## src/rtl/carry_save_resolve.sv

```systemverilog
// carry_save_resolve: resolves a carry-save pair (s, cv, ci) into binary c/co.
// The default build adds one K-bit chunk per cycle, so no full-width carry chain
// is needed. Defining CARRY_SAVE_RESOLVE_SINGLE_CYCLE_EN replaces this with one
// full-width addition on the accept edge, and BUSY is then never entered.
// valid/ready handshakes on both sides; in_ready/out_valid decode state only.
module carry_save_resolve #(
    parameter int N = 32,
    parameter int K = 8
) (
    input  logic         clk,
    input  logic         rst,
    input  logic         in_valid,
    output logic         in_ready,
    input  logic [N-1:0] s,
    input  logic [N-1:0] cv,
    input  logic         ci,
    output logic         out_valid,
    input  logic         out_ready,
    output logic [N-1:0] c,
    output logic         co
);

    localparam int NC = N / K;

    typedef enum logic [1:0] {IDLE, BUSY, DONE} state_t;

    state_t state, state_nx;
    logic   last_chunk;

    // State register; reset abandons any in-flight resolution
    always_ff @(posedge clk or posedge rst) begin
        if (rst) state <= IDLE;
        else     state <= state_nx;
    end

    // Next-state and handshake decode (outputs depend on state only)
    always_comb begin
        state_nx  = state;
        in_ready  = 1'b0;
        out_valid = 1'b0;
        case (state)
            IDLE: begin
                in_ready = 1'b1;
`ifdef CARRY_SAVE_RESOLVE_SINGLE_CYCLE_EN
                if (in_valid) state_nx = DONE;
`else
                if (in_valid) state_nx = BUSY;
`endif
            end
            BUSY: begin
                if (last_chunk) state_nx = DONE;
            end
            DONE: begin
                out_valid = 1'b1;
                if (out_ready) state_nx = IDLE;
            end
            default: state_nx = IDLE;
        endcase
    end

`ifdef CARRY_SAVE_RESOLVE_SINGLE_CYCLE_EN

    logic [N:0] full_sum;

    assign last_chunk = 1'b1;

    // Full-width resolution of the live inputs for the accept edge
    always_comb begin
        full_sum = {1'b0, s} + {1'b0, cv} + {{N{1'b0}}, ci};
    end

    // Result register: written only on the accept edge, held otherwise
    always_ff @(posedge clk or posedge rst) begin
        if (rst) begin
            c  <= '0;
            co <= 1'b0;
        end else if (state == IDLE && in_valid) begin
            {co, c} <= full_sum;
        end
    end

`else

    localparam int JW = (NC > 1) ? $clog2(NC) : 1;
    localparam logic [JW-1:0] JLAST = JW'(NC - 1);

    logic [JW-1:0] j;
    logic          carry;
    logic [N-1:0]  s_p0;
    logic [N-1:0]  cv_p0;
    logic [K:0]    chunk_sum;

    assign last_chunk = (j == JLAST);

    // One K-bit slice of the addition, chained through the running carry
    always_comb begin
        chunk_sum = {1'b0, s_p0[j*K +: K]} + {1'b0, cv_p0[j*K +: K]} + {{K{1'b0}}, carry};
    end

    // Operand capture on the accept edge; later input changes are ignored
    always_ff @(posedge clk) begin
        if (state == IDLE && in_valid) begin
            s_p0  <= s;
            cv_p0 <= cv;
        end
    end

    // Chunk walker: seeds carry from ci, then writes one slice of c per cycle
    always_ff @(posedge clk or posedge rst) begin
        if (rst) begin
            c     <= '0;
            co    <= 1'b0;
            j     <= '0;
            carry <= 1'b0;
        end else begin
            case (state)
                IDLE: begin
                    if (in_valid) begin
                        carry <= ci;
                        j     <= '0;
                    end
                end
                BUSY: begin
                    c[j*K +: K] <= chunk_sum[K-1:0];
                    carry       <= chunk_sum[K];
                    if (last_chunk) begin
                        co <= chunk_sum[K];
                        j  <= '0;
                    end else begin
                        j  <= j + 1'b1;
                    end
                end
                default: ;
            endcase
        end
    end

`endif

endmodule

```

## config.mk

```make
export PLATFORM = sky130hd
export DESIGN_NAME = carry_save_resolve
export DESIGN_NICKNAME = d
export VERILOG_FILES = /design/src/rtl/carry_save_resolve.sv
export SDC_FILE = /design/constraint.sdc
export NUM_CORES = 1
export LEC_CHECK = 0
export ABC_AREA = 1
export BUFFER_PORTS_ARGS = -buffer_cell sky130_fd_sc_hd__buf_2
export CORE_UTILIZATION = 35
export CTS_CLUSTER_SIZE = 16
export DETAILED_ROUTE_END_ITERATION = 6
export SETUP_SLACK_MARGIN = 0.3
export SLEW_MARGIN = 15
export SYNTH_ARGS = -nofsm -noshare
export SYNTH_HDL_FRONTEND = slang
export SYNTH_SLANG_ARGS = --single-unit
```

## constraint.sdc

```tcl
create_clock -name clk -period 3.1 [get_ports clk]
set_input_delay 0.155 -clock clk [delete_from_list [all_inputs] [get_ports clk]]
set_output_delay 0.155 -clock clk [all_outputs]
set_load 0.005 [all_outputs]
```

==> out/summary.txt <==
Hold Path Stages: 3
final setup fails: 0
Most used DFF post-synth: edfxtp_1
initial antenna violation count: 0
WP depth: 13
Max Freq: 395 MHz
CTS Buf Count: 9
Layout Nets: 662
crit path time final: 2.53 ns
met1 GRT Util: 0.216
DR WL/cell: 13.2 um
Clock Path Buffers: 2
CP max stage cell: fa_1
cell family with most CP delay: buffers and inverters
Detailed Routing Iterations Pass 1: 5
GR Util met2: 0.271
worst hold path class: input port to flop
row cnt: 40
Chip Height: 114 um
most instantiated cells after synthesis: nand2_1 (96), edfxtp_1 (64), nor2_1 (43), o21ai_0 (42), dfrtp_1 (38)
area grow syn2layout: 39.4%
Setup TNS: 0 ns
Least-Margin Pin Slew: 0.490 ns
highest cell delay on the worst timing path: 0.46 ns
Worst Setup End Kind: flop
Detailed Route WL: 9930 um
Yosys warnings: 0
Hold Slack: 0.0689 ns
number of synthesized register bits: 102
CTS sink count: 102
Final Skew: 0.00738 ns
GR Util met3: 0.0356
CTS tree: done
Max-cap violations: 0
Final Cycle Share: 0.817
Yosys top cell by area: edfxtp_1
count leader, synth: nand2_1
clock latency on the worst-skew pair: 0.34 ns
first-pass GRT wire length: 16200 um
I/O Pins: 104
synthesized area per cell: 10.9 um2
port bufs: 103
Synth area leaders: edfxtp_1 (44%), dfrtp_1 (22%), nand2_1 (8.2%)
busiest grt layer: met2
# fillers: 1120
Detailed Place HPWL: 7030 um
worst-path cell chain: inv_4, buf_4, nand2_1, a32oi_1, inv_1, fa_1, inv_1, nand2_1, nand2_1, nand2_1, xnor2_2, nand3_1, o21ai_0
vias per cell: 4.55
Clock Pin Slew Worst Setup and Hold Paths: 0.07 ns
placed cell count: 669
CP arrival: 2.79 ns
worst setup path class: flop to flop
most numerous cell on the critical path: nand2_1
register area share after synthesis: 0.656
drt drc: 0
cells on worst reg2reg path: 13
n_diodes: 0
DRT antenna net count: 0
RSZ-0062 raised after global routing: no
required time of the worst setup path: 3.35 ns
Initial Utilization: 0.362
crit path max fanout: 19
Lkg Pwr: 2.79 nW
area share of the largest cell type after synthesis: 0.439
largest net degree at the start of global routing: 67
fraction of layout cells with a size suffix above 1: 0.240
Final Wtd Congestion: 0.857
Final Hold Vio Count: 0
full die area: 13000 um2
crit start category: flop
Mapped Cells: 401
H-Tree Depth: 3
Die Wd: 114 um
GR Overflow Total: 0
vias: 3418
Rel. slew slack: 0.673
number of global-route vias before repair: 3333
power per cell area: 987 nW/um2
synthesized net count: 485
Syn Std Cell Area: 4380 um2
Worst IR Drop VDD: 0.000452 V
run status: finished, final reports clean
Post-synth ARST share: 0.373
clk root buf: clkbuf_16
worst path bufs/invs: 4
GRT Overall Usage: 0.164
Netlist cell types: 32
number of synthesized flops with an enable pin: 64
Final Max Tran Viols: 0
DRT iter0 DRCs: 217
core area: 12100 um2
Finished Layout Cells: 751
## logic make-up after synthesis
family / after synthesis / synth area share
and+or+nand+nor: 165 / 0.158
adders and majority gates: 15 / 0.0463
xor gates and xnor gates: 3 / 0.00600
DFF: 102 / 0.656
buffers and inverters: 46 / 0.0417
AOI/OAI and AO/OA: 70 / 0.0920
## cells in the final DEF (no fill, tap or decap), types with 2 or more instances in the layout
| master | synthesis | layout |
|---|---|---|
| buf_2 | 3 | 103 |
| nand2_1 | 96 | 96 |
| dlygate4sd3_1 | 0 | 66 |
| edfxtp_1 | 64 | 64 |
| nor2_1 | 43 | 43 |
| o21ai_0 | 42 | 42 |
| dfrtp_1 | 38 | 37 |
| inv_1 | 31 | 30 |
| nand3_1 | 14 | 14 |
| o22ai_1 | 14 | 14 |
| ha_1 | 13 | 13 |
| clkbuf_16 | 0 | 9 |
| a21oi_1 | 6 | 6 |
| buf_4 | 0 | 6 |
| nand4_1 | 5 | 5 |
| clkinv_1 | 1 | 4 |
| nand2_4 | 2 | 2 |
| inv_6 | 1 | 2 |
| inv_2 | 2 | 2 |
| a22o_2 | 2 | 2 |
| a32oi_1 | 2 | 2 |
| a22o_1 | 2 | 2 |
| fa_1 | 2 | 2 |
| buf_12 | 0 | 2 |
## where the power goes
| part | internal (W) | switching, W | total (W) |
|---|---|---|---|
| clock network | 0.000620 | 0.000473 | 0.00109 |
| registers | 0.00184 | 0.000163 | 0.00200 |
| logic | 0.00107 | 0.00186 | 0.00293 |
| total | 0.00353 | 0.00249 | 0.00602 |
## cell type report
type | count | area [um2] | share of cell area
Clock buffer | 9 | 225 | 0.0369
Timing Repair Buffer | 177 | 1260 | 0.207
Sequential cell | 102 | 2870 | 0.471
Inverter | 35 | 139 | 0.0228
Clock inverter | 7 | 63.8 | 0.0105
Tap cell | 168 | 210 | 0.0344
Multi-Input combinational cell | 253 | 1330 | 0.218
## worst register-to-register path, stage by stage, from the launching register on
cell and delay (ns):
dfrtp_2 0.45, inv_4 0.17, buf_4 0.19, nand2_1 0.05, a32oi_1 0.22, inv_1 0.09
fa_1 0.46, inv_1 0.09, nand2_1 0.05, nand2_1 0.08, nand2_1 0.08, xnor2_2 0.20
nand3_1 0.12, o21ai_0 0.20
## state kept, by name, indices dropped and copies added, names as in the netlist
name / count
carry: 1
co: 1
s_p0: 32
state: 2
cv_p0: 32
j: 2
c: 32
## path summary, 6_finish.rpt
path                          start  endpoint  slack [ns]
max reg2reg                    j[0]     c[28]        0.57
max in group asynchronous       rst      j[0]        2.26
min                        in_valid  state[0]        0.07
min in group asynchronous       rst      c[2]        0.47
max                            j[0]     c[28]        0.57
min reg2reg                   c[26]     c[26]        0.48
## layer usage
metal / share of wire / vias up
li1: - / 1714
met1: 0.46 / 1590
met2: 0.48 / 104
met3: 0.050 / 10
met4: 0.013 / 0
met5: 0 / -
## metrics by stage
step | power (W) | cell area [um2] | worst slack (ns) | utilization
floorplan | 0.00395 | 4380 | 0.559 | -
global placement | 0.00479 | 5130 | 0.511 | 0.424
detailed placement | 0.00483 | 5130 | 0.333 | 0.424
CTS | 0.00602 | 6080 | 0.331 | 0.502
global route | 0.00653 | 6100 | 0.312 | 0.504
finish | 0.00602 | 6100 | 0.566 | 0.504
## repair_timing
| action | CTS | global route |
|---|---|---|
| endpoints found under the setup margin | 1 | 4 |
| resized for setup | 1 | 6 |
| endpoints found under the hold margin | 103 | 0 |
| hold buffers | 66 | 0 |
| setup buffers | 0 | 0 |
(Power assumes the default switching activity.)
